==> config.mk <==
export PLATFORM = sky130hd
export DESIGN_NAME = tone_period_counter
export DESIGN_NICKNAME = d
export VERILOG_FILES = /design/src/rtl/tone_period_counter.sv
export SDC_FILE = /design/constraint.sdc
export NUM_CORES = 1
export LEC_CHECK = 0
export ABC_CLOCK_PERIOD_IN_PS = 4000
export BUFFER_PORTS_ARGS = -buffer_cell sky130_fd_sc_hd__buf_2
export CAP_MARGIN = 40
export CORE_ASPECT_RATIO = 1.25
export CORE_UTILIZATION = 58
export CTS_CLUSTER_SIZE = 14
export DETAILED_ROUTE_END_ITERATION = 10
export PLACE_DENSITY_LB_ADDON = 0.12
export SLEW_MARGIN = 10
export SYNTH_ARGS = -nofsm -noshare
export SYNTH_HDL_FRONTEND = slang
export SYNTH_SLANG_ARGS = --single-unit
==> constraint.sdc <==
create_clock -name clk -period 4 [get_ports clk]
set_input_delay 0.8 -clock clk [delete_from_list [all_inputs] [get_ports clk]]
set_output_delay 0.8 -clock clk [all_outputs]
set_load 0.01 [all_outputs]
==> src/rtl/tone_period_counter.sv <==
// Programmable free-running tone counter: count word, square-wave tone and wrap strobe.
// Half-period changes are staged in a pending register and applied only at a wrap or from IDLE.
module tone_period_counter #(
    parameter int unsigned CNT_W        = 19,
    parameter int unsigned DEFAULT_HALF = 500000,
    parameter int unsigned MIN_HALF     = 2
) (
    input  logic             clk,
    input  logic             reset,
    input  logic             enable,
    input  logic [CNT_W-1:0] half_period,
    input  logic             load,
    output logic [CNT_W-1:0] count,
    output logic             tone_out,
    output logic             wrap,
    output logic             busy
);

    typedef enum logic {IDLE = 1'b0, RUN = 1'b1} state_t;

    state_t           state_q;
    logic [CNT_W-1:0] count_q;
    logic [CNT_W-1:0] active_q;
    logic [CNT_W-1:0] pending_q;
    logic             pend_valid_q;
    logic             tone_q;
    logic             wrap_q;
    logic             busy_q;

    logic [CNT_W-1:0] pending_d;
    logic             at_top;

    // Requests below the minimum are clamped so the count always has two phases.
    assign pending_d = (half_period < CNT_W'(MIN_HALF)) ? CNT_W'(MIN_HALF) : half_period;
    assign at_top    = (count_q >= (active_q - CNT_W'(1)));

    always_ff @(posedge clk) begin
        if (reset) begin
            state_q      <= IDLE;
            count_q      <= '0;
            active_q     <= CNT_W'(DEFAULT_HALF);
            pending_q    <= CNT_W'(DEFAULT_HALF);
            pend_valid_q <= 1'b0;
            tone_q       <= 1'b0;
            wrap_q       <= 1'b0;
            busy_q       <= 1'b0;
        end else begin
            if (load) begin
                pending_q    <= pending_d;
                pend_valid_q <= 1'b1;
            end
            case (state_q)
                IDLE: begin
                    count_q <= '0;
                    tone_q  <= 1'b0;
                    wrap_q  <= 1'b0;
                    if (pend_valid_q) begin
                        active_q     <= pending_q;
                        pend_valid_q <= load;
                    end
                    state_q <= enable ? RUN : IDLE;
                    busy_q  <= enable;
                end
                RUN: begin
                    if (!enable) begin
                        state_q <= IDLE;
                        busy_q  <= 1'b0;
                        count_q <= '0;
                        tone_q  <= 1'b0;
                        wrap_q  <= 1'b0;
                    end else if (at_top) begin
                        count_q <= '0;
                        tone_q  <= ~tone_q;
                        wrap_q  <= 1'b1;
                        // A load landing on the wrap cycle is applied immediately.
                        if (load) begin
                            active_q     <= pending_d;
                            pend_valid_q <= 1'b0;
                        end else if (pend_valid_q) begin
                            active_q     <= pending_q;
                            pend_valid_q <= 1'b0;
                        end
                    end else begin
                        count_q <= count_q + CNT_W'(1);
                        wrap_q  <= 1'b0;
                    end
                end
                default: state_q <= IDLE;
            endcase
        end
    end

    assign count    = count_q;
    assign tone_out = tone_q;
    assign wrap     = wrap_q;
    assign busy     = busy_q;

endmodule

==> results.sh, run 1 <==
export IMPL_cts_root_buf="clkbuf_8"
export IMPL_min_period_ns=3.461
export IMPL_ioPinCount=45
export IMPL_fin_crit_sh_pct=86.52
export IMPL_grt_overflow=0
export IMPL_rsz0062_at_grt="no"
export IMPL_firstDrtPassIters=8
export IMPL_placedCellCount=532
export IMPL_num_vias=3065
export IMPL_wl_mm=7.929
export IMPL_fp_dieH_um=90.78
export IMPL_core_um2=6126
export IMPL_cp_arrival_ns=3.69
export IMPL_critPathLaunchType="flip-flop"
export IMPL_crit_type="flip-flop to flip-flop"
export IMPL_cp_max_fo=8
export IMPL_cts_tree="done"
export IMPL_clk_path_buf_depth=2
export IMPL_hold_path_class="flip-flop to flip-flop"
export IMPL_maxSlewHeadroom_pct=43.36
export IMPL_clk_pin_slew_worst_paths_ns=0.07
export IMPL_grt_max_degree=48
export IMPL_finalPower_w=0.001425
export IMPL_drtIter0Drc=120
export IMPL_ys_types=53
export IMPL_cp_num_buf_inv=0
export IMPL_final_core_util_pct=66.97
export IMPL_rrSetupSlack_ns=0.54
export IMPL_cp_top_family="simple AND/OR/NAND/NOR gates"
export IMPL_multiInputGateArea_um2=2271
export IMPL_synth_avg_cell_area_um2=8.770
export IMPL_fin_skew_ns=0.007556
export IMPL_hpwl_mm=5.858
export IMPL_start_util_pct=59.70
export IMPL_nets=502
export IMPL_status="finished, violations left"
export IMPL_gp_congestion=0.8343
export IMPL_failed_checks="DRC"
export IMPL_async_flop_share_pct=0
export IMPL_cp_end_kind="flip-flop"
export IMPL_tightestPinTransition_ns=0.8497
export IMPL_area_growth_syn_to_layout_pct=12.18
export IMPL_ant_nets=0
export IMPL_cts_sinks=62
export IMPL_drive_gt1_share_pct=18.83
export IMPL_hold_violations=0
export IMPL_cpMaxStageDelayCell="and3_1"
export IMPL_wl_per_cell_um=14.50
export IMPL_synth_cells=417
export IMPL_cp_cell_sequence="nor3_1 > nand2_1 > or2_2 > nor2_1 > nand2_1 > xor2_1 > ha_1 > a21o_1 > a21oi_4 > o211a_1 > and3_1 > nor3_1 > a211o_1"
export IMPL_stdcell_count=547
export IMPL_fin_area_um2=4103
export IMPL_synth_edff_count=0
export IMPL_seqCellArea_um2=1241
export IMPL_yosys_warnings=0
export IMPL_grt_pass1_wl_mm=13.44
export IMPL_first_global_vias=2911
export IMPL_row_count=32
export IMPL_syn_area_um2=3657
export IMPL_numCtsBuffers=9
export IMPL_ir_worst_vdd_v=0.0002140
export IMPL_cts_setup_buffers=0
export IMPL_fill_cells=557
export IMPL_grt_usage_pct=25.89
export IMPL_clock_fmax_mhz=288.9
export IMPL_synth_flop_cell="dfxtp_1"
export IMPL_power_density_nw_per_um2=347.4
export IMPL_max_stage_delay_ns=0.45
export IMPL_synth_seq_area_share_pct=33.94
export IMPL_antenna_cells=0
export IMPL_synth_seq_cells=62
export IMPL_die_area_um2=6629
export IMPL_port_buffers=44
export IMPL_drc=1
export IMPL_die_w_um=73.03
export IMPL_h_tree_depth=3
export IMPL_setup_viol=0
export IMPL_drv_slew=0
export IMPL_p_leak_nw=1.630
export IMPL_maxCapViolations=0
export IMPL_synth_net_count=461
export IMPL_dpl_instance_area_um2=3909
export IMPL_clkLatencyLatePin_ns=0.34
export IMPL_worst_ep_required_time_ns=4.23
export IMPL_antenna_found_initial=0
export IMPL_hold_buffers=0
export IMPL_ctsResizeCount=0
export IMPL_vias_per_cell=5.603
export IMPL_tns_ns=0
[state kept, by name (all words and copies together) (netlist names)]
name / flops
wrap: 1
active_q: 19
state_q: 1
pending_q: 19
count: 19
busy: 1
pend_valid_q: 1
tone_out: 1
[kinds of logic (layout without fill, tap and decap cells)]
group / after synthesis / after routing / synth area share (%)
AO/OA/AOI/OAI: 85 / 85 / 16.87
XOR/XNOR: 33 / 33 / 7.903
AND/OR/NAND/NOR: 160 / 160 / 21.79
adder cells (fa/ha/maj): 21 / 21 / 7.184
buffers and inverters: 26 / 71 / 4.105
multiplexers: 30 / 30 / 8.211
flip-flops: 62 / 62 / 33.94
[Yosys cell counts (6+ instances only)]
cell type	n	area [µm²]
nor2_1	69	259.0
dfxtp_1	62	1241
mux2i_1	30	300.3
a21oi_1	26	130.1
nand2_1	24	90.09
ha_1	21	262.8
xnor2_1	19	166.4
o21ai_0	14	70.07
xor2_1	14	122.6
nand3_1	13	65.06
a211o_1	12	105.1
a211oi_1	11	82.58
nor2b_1	10	62.56
nor3_1	9	45.04
inv_1	6	22.52
nand4_1	6	37.54
[where the power goes]
| group | total (W) | leakage, nW | internal (W) | switching (W) |
|---|---|---|---|---|
| Sequential | 0.000680 | 0.508 | 0.000646 | 0.0000337 |
| Clock | 0.000540 | 0.0952 | 0.000299 | 0.000241 |
| Combinational | 0.000205 | 1.03 | 0.0000927 | 0.000112 |
[worst register-to-register path: cells and delay by family, from the launching register on]
family          cells  cell delay [ns]
simple gates        7             1.66
compound gates      4             0.88
flops               1             0.32
fa+ha+maj           1             0.32
xor+xnor            1             0.16
[cell type report]
class                           instances  share of cell area (%)
Multi-Input combinational cell        329                   55.35
Sequential cell                        62                   30.25
Timing Repair Buffer                   50                   6.648
Inverter                                6                  0.5489
Tap cell                               85                   2.592
Clock buffer                           11                   3.446
Clock inverter                          4                   1.159
[stage by stage]
stage	hold slack [ns]	setup slack, ns
6_report	0.4527	0.5392
5_1_grt	0.4953	0.1987
4_1_cts	0.4579	0.4007
3_5_place_dp	0.4474	0.4325
3_3_place_gp	0.4416	0.5515
2_1_floorplan	0.4601	0.9162
[worst paths after layout]
check,endpoint,startpoint,cells after the start
worst max-delay path,active_q[17]$_SDFFE_PP1P_,active_q[0]$_SDFFE_PP0P_,13
worst min-delay path,busy$_SDFFE_PP0P_,busy$_SDFFE_PP0P_,2
worst max register to register,active_q[17]$_SDFFE_PP1P_,active_q[0]$_SDFFE_PP0P_,13
worst min register to register,busy$_SDFFE_PP0P_,busy$_SDFFE_PP0P_,2
[routing by layer]
| layer | GRT usage (%) | share of wire, % | vias up |
|---|---|---|---|
| li1 | - | - | 1567 |
| met1 | 31.46 | 44 | 1412 |
| met2 | 43.21 | 49 | 67 |
| met3 | 4.129 | 3.5 | 19 |
| met4 | 12.91 | 2.8 | 0 |
| met5 | 0 | 0 | - |
[placed cells by master (no fill, tap or decap), types with 2 or more instances in the layout]
cell type,synthesis,layout
a211o_1,12,12
a211o_2,2,2
a211oi_1,11,11
a211oi_2,3,3
a21o_1,3,3
a21oi_1,26,26
a21oi_2,3,3
and3_1,3,3
buf_2,5,44
buf_4,5,5
clkbuf_8,0,10
clkinv_2,0,2
dfxtp_1,62,62
ha_1,21,21
inv_1,6,6
mux2i_1,30,30
nand2_1,24,24
nand2b_1,5,5
nand3_1,13,12
nand4_1,6,6
nor2_1,69,69
nor2b_1,10,10
nor3_1,9,9
nor4_1,4,4
nor4_2,2,2
o21ai_0,14,14
or2_4,2,2
or3_1,2,2
or4_1,2,2
xnor2_1,19,19
xor2_1,14,14
No activity file was read; power rests on OpenSTA's default activity.
==> inputs of run 2 (changes only) <==
--- a/config.mk
+++ b/config.mk
@@ -8,11 +8,14 @@
 export ABC_CLOCK_PERIOD_IN_PS = 4000
 export BUFFER_PORTS_ARGS = -buffer_cell sky130_fd_sc_hd__buf_2
 export CAP_MARGIN = 40
+export CELL_PAD_IN_SITES_DETAIL_PLACEMENT = 0
+export CELL_PAD_IN_SITES_GLOBAL_PLACEMENT = 2
 export CORE_ASPECT_RATIO = 1.25
-export CORE_UTILIZATION = 58
+export CORE_UTILIZATION = 36
 export CTS_CLUSTER_SIZE = 14
 export DETAILED_ROUTE_END_ITERATION = 10
 export PLACE_DENSITY_LB_ADDON = 0.12
+export REMOVE_ABC_BUFFERS = 1
 export SLEW_MARGIN = 10
 export SYNTH_ARGS = -nofsm -noshare
 export SYNTH_HDL_FRONTEND = slang
==> run 2 against run 1 <==
The run now ends clean. Non-clock buffer count is 2 higher. Clock skew hardly changed. Register-to-register slack better by 0.05 ns. Clock-buffer cell count is 2 higher. Combinational power rose by 3%. Sequential power barely moved. Cell area increased by 4.1%. First-iteration DRC count grew 9.2%. Worst hold slack improved by 0.0052 ns. Sequential share of layout area fell by 1.2 points. Sequential cell count unchanged. Critical path type unchanged.
==> results.sh, run 2 (synthesis results as in run 1) <==
export IMPL_switching_share_pct=25.48
export IMPL_critPathLaunchType="flip-flop"
export IMPL_drive_gt1_share_pct=18.92
export IMPL_hold_depth=2
export IMPL_fp_dieH_um=114.7
export IMPL_antenna_cells=0
export IMPL_startpoint="active_q[0]$_SDFFE_PP0P_"
export IMPL_gr_usage_met3_pct=3.453
export IMPL_clock_fmax_mhz=292.8
export IMPL_fin_ws_ns=0.5850
export IMPL_power_density_nw_per_um2=394.6
export IMPL_clkLatencyLatePin_ns=0.33
export IMPL_power_switching_w=0.0004293
export IMPL_cp_max_fo=8
export IMPL_final_cell_mix="nor2_1, dfxtp_1, buf_2, mux2i_1, a21oi_1"
export IMPL_ant_nets=0
export IMPL_fin_crit_sh_pct=85.37
export IMPL_setup_viol=0
export IMPL_start_util_pct=37.47
export IMPL_p_seq_share_pct=40.2
export IMPL_worst_ep_required_time_ns=4.22
export IMPL_wl_mm=9.155
export IMPL_rrSetupSlack_ns=0.59
export IMPL_hpwl_mm=6.659
export IMPL_p_comb_share_pct=12.6
export IMPL_hold_violations=0
export IMPL_clk_path_buf_depth=2
export IMPL_die_w_um=92.15
export IMPL_core_um2=9759
export IMPL_die_area_um2=10570
export IMPL_post_place_ws_ns=0.5926
export IMPL_intPower_w=0.001256
export IMPL_use_met1_pct=25.38
export IMPL_ir_worst_vdd_v=0.0001832
export IMPL_numCtsBuffers=9
export IMPL_maxSlewHeadroom_pct=46.70
export IMPL_cp_endpoint="active_q[15]$_SDFFE_PP1P_"
export IMPL_clk_pin_slew_worst_paths_ns=0.05
export IMPL_area_growth_syn_to_layout_pct=16.76
export IMPL_final_common_cell="nor2_1"
export IMPL_firstDrtPassIters=4
export IMPL_row_count=40
export IMPL_hold_path_class="flip-flop to flip-flop"
export IMPL_nets=504
export IMPL_antenna_found_initial=0
export IMPL_maxCapViolations=0
export IMPL_r2r_start="active_q[0]$_SDFFE_PP0P_"
export IMPL_p_leak_nw=1.686
export IMPL_whs_ns=0.4580
export IMPL_hold_buffers=0
export IMPL_r2r_end="active_q[15]$_SDFFE_PP1P_"
export IMPL_first_global_vias=2957
export IMPL_grt_pass1_wl_mm=15.68
export IMPL_gp_congestion=0.7377
export IMPL_min_period_ns=3.415
export IMPL_port_buffers=44
export IMPL_grt_max_degree=30
export IMPL_cts_root_buf="clkbuf_16"
export IMPL_fin_skew_ns=0.007246
export IMPL_cp_end_kind="flip-flop"
export IMPL_grt_overflow=0
export IMPL_rr_worst_depth=13
export IMPL_grt_busiest_layer="met2"
export IMPL_wl_per_cell_um=15.49
export IMPL_fin_area_um2=4270
export IMPL_vias_per_cell=5.151
export IMPL_use_met2_pct=31.59
export IMPL_drc=0
export IMPL_num_vias=3044
export IMPL_h_tree_depth=3
export IMPL_grt_usage_pct=19.17
export IMPL_cts_tree="done"
export IMPL_dpl_instance_area_um2=3968
export IMPL_cts_setup_buffers=0
export IMPL_crit_type="flip-flop to flip-flop"
export IMPL_drv_slew=0
export IMPL_ioPinCount=45
export IMPL_tns_ns=0
export IMPL_status="completed"
export IMPL_cp_arrival_ns=3.63
export IMPL_cts_sinks=62
export IMPL_drtIter0Drc=131
export IMPL_rsz0062_at_grt="no"
export IMPL_ctsResizeCount=0
export IMPL_tightestPinTransition_ns=0.7995
export IMPL_clkPwrFrac_pct=47.2
==> run 2: cell types whose count changed in the layout (fill, tap and decap cells not counted), sizes merged <==
cell,delta
buf,+2
clkbuf,+2
clkinv,-1
==> run 2: critical path: stages (launching register included) <==
cell and delay [ns]:
dfxtp_1 0.32, nor3_1 0.29, nand2_1 0.13, or2_2 0.33, nor2_1 0.26, nand2_1 0.10, xor2_1 0.15, ha_1 0.32
a21o_1 0.20, a21oi_4 0.20, o211a_1 0.18, and3_1 0.43, nor3_1 0.12, a211o_1 0.28
==> run 2: worst min-delay path by stage <==
stage / slack (ns) / startpoint / endpoint
final: 0.46 / busy$_SDFFE_PP0P_ / busy$_SDFFE_PP0P_
after global routing: 0.50 / busy$_SDFFE_PP0P_ / busy$_SDFFE_PP0P_
after CTS: 0.46 / busy$_SDFFE_PP0P_ / busy$_SDFFE_PP0P_
after detailed placement: 0.45 / busy$_SDFFE_PP0P_ / busy$_SDFFE_PP0P_
after global placement: 0.44 / busy$_SDFFE_PP0P_ / busy$_SDFFE_PP0P_
after floorplan: 0.46 / pending_q[1]$_SDFFE_PP0P_ / pending_q[1]$_SDFFE_PP0P_
==> run 2: power by group through the flow <==
stage          Sequential [W]  Combinational [W]  Clock [W]
6_report             0.000677           0.000212   0.000795
5_1_grt              0.000682           0.000243   0.000842
4_1_cts              0.000677           0.000215   0.000815
3_5_place_dp         0.000690           0.000213          0
3_3_place_gp         0.000690           0.000211          0
2_1_floorplan        0.000686           0.000139          0
==> run 2: metrics by stage <==
stage	utilization [%]	instances	total power, W
2_1_floorplan	-	397	0.0008248
3_3_place_gp	40.65	575	0.0009007
3_5_place_dp	40.65	575	0.0009037
4_1_cts	43.76	591	0.001707
5_1_grt	43.76	591	0.001767
6_report	43.76	591	0.001685
==> run 2: cell type report <==
cell class	instances	area [µm²]
Tap cell	126	157.7
Clock inverter	3	42.54
Timing Repair Buffer	52	280.3
Sequential cell	62	1241
Clock buffer	13	260.3
Inverter	6	22.52
Multi-Input combinational cell	329	2266
Fill cell	1014	5489
==> run 2: metal layers <==
layer | wire length, µm | up-vias | share of wire [%]
met5 | 0 | - | 0
met4 | 99 | 0 | 1.1
li1 | - | 1567 | -
met2 | 4361 | 46 | 48
met3 | 239 | 7 | 2.6
met1 | 4454 | 1424 | 49
==> inputs of run 3 (changes only) <==
--- a/config.mk
+++ b/config.mk
@@ -5,7 +5,7 @@
 export SDC_FILE = /design/constraint.sdc
 export NUM_CORES = 1
 export LEC_CHECK = 0
-export ABC_CLOCK_PERIOD_IN_PS = 4000
+export ABC_CLOCK_PERIOD_IN_PS = 3400
 export BUFFER_PORTS_ARGS = -buffer_cell sky130_fd_sc_hd__buf_2
 export CAP_MARGIN = 40
 export CELL_PAD_IN_SITES_DETAIL_PLACEMENT = 0
==> constraint.sdc (replaced) <==
create_clock -name clk -period 3.4 [get_ports clk]
set_input_delay 0.68 -clock clk [delete_from_list [all_inputs] [get_ports clk]]
set_output_delay 0.68 -clock clk [all_outputs]
set_load 0.01 [all_outputs]
==> run 3 against run 2 <==
Core utilization up 1.1 points. Global-route usage down 0.56 points. Cell area up 2.6%. Fmax up 8.9%. Critical endpoint is now active_q[7]$_SDFFE_PP0P_. Largest power group unchanged.
==> results.sh, run 3 (synthesis results as in run 1) <==
export IMPL_power_switching_w=0.0005071
export IMPL_cp_end_kind="flip-flop"
export IMPL_antenna_cells=0
export IMPL_p_leak_nw=1.753
export IMPL_drive_gt1_share_pct=21.73
export IMPL_whs_ns=0.4514
export IMPL_status="completed"
export IMPL_ir_worst_vdd_v=0.0002388
export IMPL_first_global_vias=2853
export IMPL_drc=0
export IMPL_maxCapViolations=0
export IMPL_tightestPinTransition_ns=0.6469
export IMPL_tns_ns=0
export IMPL_cpMaxStageDelayCell="or4_1"
export IMPL_grt_max_degree=30
export IMPL_antenna_found_initial=0
export IMPL_switching_share_pct=25.71
export IMPL_rsz0062_at_grt="no"
export IMPL_start_util_pct=37.47
export IMPL_drv_slew=0
export IMPL_area_growth_syn_to_layout_pct=19.77
export IMPL_hold_violations=0
export IMPL_power_density_nw_per_um2=450.3
export IMPL_maxSlewHeadroom_pct=56.82
export IMPL_vias_per_cell=5.117
export IMPL_grt_pass1_wl_mm=14.97
export IMPL_cts_root_buf="clkbuf_16"
export IMPL_clkPwrFrac_pct=46.1
export IMPL_cp_max_fo=14
export IMPL_clkLatencyLatePin_ns=0.33
export IMPL_final_cell_mix="nor2_1, dfxtp_1, buf_2, mux2i_1, a21oi_1"
export IMPL_num_vias=3070
export IMPL_die_w_um=92.15
export IMPL_fin_skew_ns=0.006066
export IMPL_port_buffers=44
export IMPL_ioPinCount=45
export IMPL_row_count=40
export IMPL_max_stage_delay_ns=0.61
export IMPL_cts_sinks=62
export IMPL_stdcell_count=600
export IMPL_ant_nets=0
export IMPL_grt_overflow=0
export IMPL_cts_tree="done"
export IMPL_numCtsBuffers=9
export IMPL_clk_path_buf_depth=2
export IMPL_final_core_util_pct=44.88
export IMPL_nets=514
export IMPL_setup_viol=0
export IMPL_intPower_w=0.001465
export IMPL_cp_arrival_ns=3.39
export IMPL_critPathLaunchType="flip-flop"
export IMPL_hold_path_class="flip-flop to flip-flop"
export IMPL_gp_congestion=0.7953
export IMPL_worst_ep_required_time_ns=3.65
export IMPL_cp_cell_sequence="or4_1 > nand2b_4 > nor3_2 > xnor2_1 > ha_1 > a211oi_2 > o21a_1 > or2_4 > a41oi_4 > buf_4 > a21oi_1 > a211oi_1"
export IMPL_clk_pin_slew_worst_paths_ns=0.05
export IMPL_fp_dieH_um=114.7
export IMPL_h_tree_depth=3
export IMPL_clock_fmax_mhz=318.8
export IMPL_hpwl_mm=6.856
export IMPL_cts_setup_buffers=0
export IMPL_placedCellCount=585
export IMPL_wl_per_cell_um=15.19
export IMPL_wl_mm=9.111
export IMPL_grt_usage_pct=18.60
export IMPL_hold_buffers=0
export IMPL_crit_type="flip-flop to flip-flop"
export IMPL_min_period_ns=3.136
export IMPL_fin_crit_sh_pct=92.25
export IMPL_cp_top_family="simple AND/OR/NAND/NOR gates"
export IMPL_drtIter0Drc=91
export IMPL_final_common_cell="nor2_1"
export IMPL_cp_num_buf_inv=1
export IMPL_die_area_um2=10570
export IMPL_firstDrtPassIters=4
export IMPL_p_seq_share_pct=40.2
export IMPL_core_um2=9759
export IMPL_p_comb_share_pct=13.7
[run 3: path summary, 6_finish.rpt]
kind / to / depth (start not counted) / slack (ns) / from
max reg2reg: active_q[7]$_SDFFE_PP0P_ / 12 / 0.26 / active_q[6]$_SDFFE_PP0P_
max: active_q[7]$_SDFFE_PP0P_ / 12 / 0.26 / active_q[6]$_SDFFE_PP0P_
min reg2reg: busy$_SDFFE_PP0P_ / 2 / 0.45 / busy$_SDFFE_PP0P_
min: busy$_SDFFE_PP0P_ / 2 / 0.45 / busy$_SDFFE_PP0P_
[run 3: power groups by stage]
stage | sequential, W | combinational, W | clock (W)
2_1_floorplan | 0.000807 | 0.000163 | 0
3_5_place_dp | 0.000808 | 0.000271 | 0
4_1_cts | 0.000792 | 0.000272 | 0.000932
6_report | 0.000793 | 0.000271 | 0.000909
3_3_place_gp | 0.000808 | 0.000266 | 0
5_1_grt | 0.000798 | 0.000305 | 0.000962
[run 3: timing repair]
action / 4_1_cts / 5_1_grt
hold endpoints to repair: 0 / 0
gates resized for setup: 0 / 6
endpoints found under the setup margin: 0 / 38
[run 3: worst min-delay path, cell delays in order, from the launching register on]
cell and delay (ns):
dfxtp_1 0.30, inv_1 0.04, a21boi_0 0.06
[run 3: final cells by class]
cell class                 instances  area [µm²]
multi-input combinational        329        2293
sequential                        62        1241
timing repair buffer              62       375.4
fill                            1023        5379
tap                              126       157.7
clock inverter                     4       47.55
clock buffer                      11       242.7
inverter                           6       22.52
[run 3: per-stage QoR]
| step | setup slack [ns] | instance area [µm²] | power [W] |
|---|---|---|---|
| 2_1_floorplan | 0.1275 | 3530 | 0.0009703 |
| 3_3_place_gp | 0.2007 | 4048 | 0.001074 |
| 3_5_place_dp | 0.1407 | 4063 | 0.001079 |
| 4_1_cts | 0.1250 | 4353 | 0.001997 |
| 5_1_grt | 0.06075 | 4380 | 0.002064 |
| 6_report | 0.2635 | 4380 | 0.001972 |
[run 3: layer usage]
metal	routed length [µm]	vias up	global-route usage (%)	part of all wire [%]
li1	-	1589	-	-
met1	4260	1415	22.98	47
met2	4403	51	31.24	48
met3	229	15	3.586	2.5
met4	218	0	8.438	2.4
met5	0	-	0	0
